File: config.mk
export PLATFORM = sky130hd
export DESIGN_NAME = rom_access_arbiter
export DESIGN_NICKNAME = d
export VERILOG_FILES = /design/src/rtl/rom_access_arbiter.sv
export SDC_FILE = /design/constraint.sdc
export NUM_CORES = 1
export LEC_CHECK = 0
export CELL_PAD_IN_SITES_DETAIL_PLACEMENT = 1
export CELL_PAD_IN_SITES_GLOBAL_PLACEMENT = 2
export CORE_MARGIN = 10
export CORE_UTILIZATION = 19
export CTS_BUF_LIST = sky130_fd_sc_hd__clkbuf_16
export DETAILED_ROUTE_END_ITERATION = 12
export PLACE_DENSITY_LB_ADDON = 0.1
export SKIP_CTS_REPAIR_TIMING = 1
export SYNTH_ARGS = -nofsm -noshare
export SYNTH_HDL_FRONTEND = slang
export SYNTH_SLANG_ARGS = --single-unit
File: constraint.sdc
create_clock -name i_clk -period 2.22 [get_ports i_clk]
set_input_delay 0.222 -clock i_clk [delete_from_list [all_inputs] [get_ports i_clk]]
set_output_delay 0.222 -clock i_clk [all_outputs]
set_load 0.02 [all_outputs]
File: src/rtl/rom_access_arbiter.sv
// Front-end for a single async-read / sync-write memory: round-robin readers,
// one always-accepted writer, and a whole-memory fill sequencer.
module rom_access_arbiter #(
  parameter int unsigned WIDTH = 8,
  parameter int unsigned DEPTH = 128,
  parameter int unsigned N_REQ = 2,
  localparam int unsigned AW = (DEPTH > 1) ? $clog2(DEPTH) : 1
) (
  input  logic                  i_clk,
  input  logic                  i_rst_n,
  input  logic [N_REQ-1:0]      i_req,
  input  logic [N_REQ*AW-1:0]   i_addr,
  output logic [N_REQ-1:0]      o_gnt,
  output logic [N_REQ-1:0]      o_rvalid,
  output logic [WIDTH-1:0]      o_rdata,
  input  logic                  i_wr_req,
  input  logic [AW-1:0]         i_wr_addr,
  input  logic [WIDTH-1:0]      i_wr_data,
  output logic                  o_wr_ack,
  input  logic                  i_clear_start,
  input  logic [WIDTH-1:0]      i_fill,
  output logic                  o_clear_busy,
  output logic                  o_clear_done,
  output logic [AW-1:0]         o_mem_rd_addr,
  input  logic [WIDTH-1:0]      i_mem_dout,
  output logic                  o_mem_wr_en,
  output logic [AW-1:0]         o_mem_wr_addr,
  output logic [WIDTH-1:0]      o_mem_din
);

  localparam int unsigned RW = (N_REQ > 1) ? $clog2(N_REQ) : 1;

  localparam logic [0:0] S_IDLE  = 1'b0;
  localparam logic [0:0] S_CLEAR = 1'b1;

  logic [0:0]       state_q, state_d;
  logic [RW-1:0]    rr_last_q, rr_last_d;
  logic [AW-1:0]    clr_cnt_q, clr_cnt_d;
  logic [N_REQ-1:0] rvalid_q, rvalid_d;
  logic [WIDTH-1:0] rdata_q, rdata_d;
  logic             clear_done_q, clear_done_d;

  logic [N_REQ-1:0] gnt_c;
  logic [RW-1:0]    win_c;
  logic             found_c;
  logic [RW-1:0]    idx_c;

  // Round-robin search starting just after the last winner.
  always_comb begin
    gnt_c   = '0;
    win_c   = '0;
    found_c = 1'b0;
    idx_c   = '0;
    for (int unsigned i = 0; i < N_REQ; i++) begin
      idx_c = RW'((32'(rr_last_q) + 32'd1 + i) % N_REQ);
      if (!found_c && i_req[idx_c]) begin
        found_c = 1'b1;
        win_c   = idx_c;
      end
    end
    if (found_c) gnt_c[win_c] = 1'b1;
  end

  always_comb begin
    state_d       = state_q;
    rr_last_d     = rr_last_q;
    clr_cnt_d     = clr_cnt_q;
    rvalid_d      = '0;
    rdata_d       = rdata_q;
    clear_done_d  = 1'b0;
    o_gnt         = '0;
    o_wr_ack      = 1'b0;
    o_mem_rd_addr = '0;
    o_mem_wr_en   = 1'b0;
    o_mem_wr_addr = '0;
    o_mem_din     = '0;

    case (state_q)
      S_IDLE: begin
        o_gnt = gnt_c;
        if (found_c) begin
          o_mem_rd_addr = i_addr[win_c*AW +: AW];
          rvalid_d      = gnt_c;
          rdata_d       = i_mem_dout;
          rr_last_d     = win_c;
        end
        if (i_wr_req) begin
          o_wr_ack      = 1'b1;
          o_mem_wr_en   = 1'b1;
          o_mem_wr_addr = i_wr_addr;
          o_mem_din     = i_wr_data;
        end
        if (i_clear_start) state_d = S_CLEAR;
      end
      S_CLEAR: begin
        // Readers and writer stall; the sequencer owns the write port.
        o_mem_wr_en   = 1'b1;
        o_mem_wr_addr = clr_cnt_q;
        o_mem_din     = i_fill;
        if (clr_cnt_q == AW'(DEPTH - 1)) begin
          state_d      = S_IDLE;
          clr_cnt_d    = '0;
          clear_done_d = 1'b1;
        end else begin
          clr_cnt_d = clr_cnt_q + AW'(1);
        end
      end
      default: state_d = S_IDLE;
    endcase
  end

  always_ff @(posedge i_clk or negedge i_rst_n) begin
    if (!i_rst_n) begin
      state_q      <= S_IDLE;
      rr_last_q    <= RW'(N_REQ - 1);
      clr_cnt_q    <= '0;
      rvalid_q     <= '0;
      rdata_q      <= '0;
      clear_done_q <= 1'b0;
    end else begin
      state_q      <= state_d;
      rr_last_q    <= rr_last_d;
      clr_cnt_q    <= clr_cnt_d;
      rvalid_q     <= rvalid_d;
      rdata_q      <= rdata_d;
      clear_done_q <= clear_done_d;
    end
  end

  assign o_rvalid     = rvalid_q;
  assign o_rdata      = rdata_q;
  assign o_clear_done = clear_done_q;
  assign o_clear_busy = (state_q == S_CLEAR);

endmodule

==> insert_results.sql, run 1 <==
INSERT INTO impl_metrics (metric_group, metric, value, unit) VALUES
('detailed_routing', 'route.detailed.vias_per_inst', '4.50', ''),
('clock_network', 'tritoncts_num_sinks', '20', ''),
('placement', 'io_buffer_count', '88', ''),
('synth', 'postSynthRegisterBits', '20', ''),
('global_route', 'wire_length_of_the_first_global_routing_pass', '7090', 'um'),
('clock_network', 'insertion_delay', '260', 'ps'),
('synth', 'synth.yosys.warnings', '0', ''),
('die', 'ios', '89', ''),
('synth', 'synth.avg_cell_area', '11.5', 'um2'),
('final_layout', 'syn2layout_area_growth', '107', '%'),
('placement', 'detailedPlacementHpwl', '4030', 'um'),
('synth', 'synth_sequential_area_ratio', '46.0', '%'),
('setup_path', 'timing_worst_setup_path_type', 'flop to primary output', ''),
('clock_network', 'cts_tree', 'yes', ''),
('timing', 'finalSetupTns', '0', 'ps'),
('global_route', 'grt_overflow_total', '0', ''),
('timing', 'setup_violations', '0', ''),
('detailed_routing', 'dr.first_iter.drc_count', '47', ''),
('setup_path', 'reg2reg_setup_slack', '870', 'ps'),
('synth', 'syn_inst', '95', ''),
('global_route', 'grt_use_total', '9.96', '%'),
('final_layout', 'antenna_cells', '0', ''),
('detailed_routing', 'routed_wire_length_per_instance', '18.0', 'um'),
('global_route', 'number_of_global_route_vias_before_repair', '1259', ''),
('final_layout', 'final_net_count', '249', ''),
('setup_path', 'cp_max_fo', '9', ''),
('timing', 'rsz0062_at_grt', 'false', ''),
('detailed_routing', 'route.antenna.remaining_nets', '0', ''),
('clock_network', 'clk_pin_slew_worst_paths', '60', 'ps'),
('clock_network', 'level_count_of_the_clock_h_tree', '1', ''),
('run', 'max_cap_viol_count', '0', ''),
('setup_path', 'crit_path_dat', '1850', 'ps'),
('timing', 'achievable_freq', '0.482', 'GHz'),
('global_route', 'largest_net_degree_at_the_start_of_global_routing', '21', ''),
('clock_network', 'cts-buffers-inserted', '3', ''),
('synth', 'syn-cell-area', '1090', 'um2'),
('timing', 'timing.slew.headroom', '69.6', '%'),
('clock_network', 'cts.root.buffer_cell', 'sky130_fd_sc_hd__clkbuf_16', ''),
('worst_hold_path', 'min_path_type', 'input pin to asynchronous set/reset pin', ''),
('die', 'core_area', '5540', 'um2'),
('placement', 'place.gp.congestion', '0.790', ''),
('clock_network', 'cts.path.max_buffers', '2', ''),
('setup_path', 'crit_required', '2000', 'ps'),
('synth', 'synthDominantAreaCellType', 'sky130_fd_sc_hd__dfrtp_1', ''),
('die', 'chipHeight', '95.8', 'um'),
('timing', 'post-route-period-util', '93.5', '%'),
('detailed_routing', 'remaining_drc_errors', '0', ''),
('timing', 'max_slew.worst_pin.slew', '455', 'ps'),
('timing', 'finClkSkew', '3.08', 'ps'),
('global_route', 'antenna_found_initial', '0', ''),
('setup_path', 'crit_path_start_kind', 'flop', ''),
('detailed_routing', 'vias', '1205', ''),
('die', 'initial_utilization', '19.7', '%'),
('status', 'outcome', 'complete, no violations', ''),
('die', 'chipWidth', '95.8', 'um'),
('timing', 'slew_viol_final', '0', ''),
('synth', 'synthDistinctLibCells', '30', ''),
('synth', 'synth_top_area_share', '43.6', '%'),
('timing', 'fin_crit', '2080', 'ps'),
('power', 'leakage_power_summed_over_all_cells', '1.04', 'nW'),
('final_layout', 'layout-drive-gt1-share', '17.3', '%'),
('power', 'vdd_ir_drop_max', '0.348', 'mV'),
('power', 'power_density', '753', 'nW/um2'),
('synth', 'synth_fp_nets', '147', ''),
('die', 'die_area', '9170', 'um2'),
('detailed_routing', 'detail_route.wirelength', '4810', 'um'),
('timing', 'timing.final.hold_violations', '0', ''),
('setup_path', 'worstSetupEndpointType', 'primary output', ''),
('detailed_routing', 'number_of_iterations_in_the_first_detailed_routing_pass', '3', ''),
('die', 'core.rowCount', '27', ''),
('power', 'power', '1.70', 'mW'),
('synth', 'netlist_top_cells_area', 'sky130_fd_sc_hd__dfrtp_1 44%, sky130_fd_sc_hd__a22o_1 16%, sky130_fd_sc_hd__mux2_2 9.3%', '');
-- final cells by class --
class,count,area (um2)
clock buffer,3,75.1
clock inverter,1,30.0
fill,621,3280
inverter,3,11.3
multi-input combinational,68,551
sequential,20,503
tap,72,90.1
timing repair buffer,101,996
-- critical path: stages (launching register included) --
cell and delay, ps:
sky130_fd_sc_hd__dfrtp_2 480, sky130_fd_sc_hd__nor2b_1 180, sky130_fd_sc_hd__buf_4 190, sky130_fd_sc_hd__a22o_1 140, sky130_fd_sc_hd__clkdlybuf4s50_1 610
-- per-layer routing --
layer  share of wire (%)  global-route usage (%)  vias to the layer above
met4                0.83                    2.95                        0
li1                    -                       -                      561
met3                 8.8                    3.19                        4
met1                  43                    11.9                      579
met2                  48                    16.8                       61
met5                   0                       0                        -
-- kinds of logic (layout without fill, tap and decap cells) --
family,count (synthesis),in the layout,share of synthesized area [%]
AND/OR/NAND/NOR,20,20,9.98
adder cells (fa/ha/maj),1,1,1.15
buffers and inverters,7,108,3.55
XOR/XNOR,3,3,2.41
AO/OA/AOI/OAI,35,35,27.6
multiplexers,9,9,9.29
flip-flops,20,20,46.0
-- synth_stat cells --
cell type,instances
sky130_fd_sc_hd__o211ai_1,2
sky130_fd_sc_hd__a21o_1,1
sky130_fd_sc_hd__buf_4,3
sky130_fd_sc_hd__inv_1,2
sky130_fd_sc_hd__buf_2,1
sky130_fd_sc_hd__o21ai_0,4
sky130_fd_sc_hd__a22oi_1,1
sky130_fd_sc_hd__a21oi_1,2
sky130_fd_sc_hd__o31ai_1,1
sky130_fd_sc_hd__dfrtp_1,19
sky130_fd_sc_hd__dfstp_2,1
sky130_fd_sc_hd__xor2_1,1
sky130_fd_sc_hd__and2_1,1
sky130_fd_sc_hd__nor2b_1,1
sky130_fd_sc_hd__ha_1,1
sky130_fd_sc_hd__inv_2,1
sky130_fd_sc_hd__a22o_1,20
sky130_fd_sc_hd__nand3_1,1
sky130_fd_sc_hd__nor2_1,3
sky130_fd_sc_hd__nand4_1,2
sky130_fd_sc_hd__nand2b_1,3
sky130_fd_sc_hd__or2_2,1
sky130_fd_sc_hd__nand2_1,6
sky130_fd_sc_hd__o21bai_2,1
sky130_fd_sc_hd__or2b_1,1
sky130_fd_sc_hd__nand4_2,1
sky130_fd_sc_hd__xnor2_1,2
sky130_fd_sc_hd__o21bai_1,1
sky130_fd_sc_hd__a211oi_4,2
sky130_fd_sc_hd__mux2_2,9
-- state kept, by name, summed over array words and instances (netlist names) --
name,cells
o_clear_busy,1
o_rvalid,2
clr_cnt_q,7
o_clear_done,1
o_rdata,8
rr_last_q,1
-- cells in the final DEF, fill, tap and decap left out, drive strengths merged, types with 2 or more instances in the layout --
cell type	count
o21bai	2
clkbuf	3
a211oi	2
dlymetal6s2s	7
o21ai	4
nand2b	3
a21oi	2
a22o	20
nor2	3
inv	3
nand2	6
o211ai	2
clkdlybuf4s50	81
dfrtp	19
xnor2	2
buf	13
nand4	3
mux2	9
-- through the flow --
step	std cells	instance area [um2]	utilization (%)	hold slack (ps)	setup WS [ps]
6_report	268	2260	40.7	317	143
5_1_grt	268	2260	40.7	346	19.2
4_1_cts	263	2200	39.7	327	-138
3_5_place_dp	259	2090	37.8	497	-121
3_3_place_gp	259	2090	37.8	490	-43.5
2_1_floorplan	95	1090	-	-73.6	606
-- report_power, final --
group	switching (mW)	total, mW	internal [mW]
Combinational	0.270	0.637	0.367
Sequential	0.115	0.562	0.448
Clock	0.141	0.499	0.358
Total	0.526	1.70	1.17
-- worst paths after layout --
check	depth (start not counted)	to	from
worst max-delay path	4	o_mem_din[0]	o_clear_busy$_DFF_PN0_
worst min-delay path	2	o_rdata[2]$_DFFE_PN0P_	i_rst_n
worst max register to register	4	clr_cnt_q[0]$_DFFE_PN0P_	clr_cnt_q[0]$_DFFE_PN0P_
worst min register to register	1	clr_cnt_q[5]$_DFFE_PN0P_	clr_cnt_q[5]$_DFFE_PN0P_
max in group asynchronous	2	rr_last_q$_DFFE_PN1P_	i_rst_n
min in group i_clk	1	clr_cnt_q[5]$_DFFE_PN0P_	clr_cnt_q[5]$_DFFE_PN0P_
No activity file was read; power rests on OpenSTA's default activity.
==> run 2, diff against run 1 <==
--- a/config.mk
+++ b/config.mk
@@ -10,6 +10,7 @@
 export CORE_MARGIN = 10
 export CORE_UTILIZATION = 19
 export CTS_BUF_LIST = sky130_fd_sc_hd__clkbuf_16
+export CTS_CLUSTER_SIZE = 28
 export DETAILED_ROUTE_END_ITERATION = 12
 export PLACE_DENSITY_LB_ADDON = 0.1
 export SKIP_CTS_REPAIR_TIMING = 1
==> results of run 2 <==
The final DEF is identical to that of run 1; final timing and power are the same.
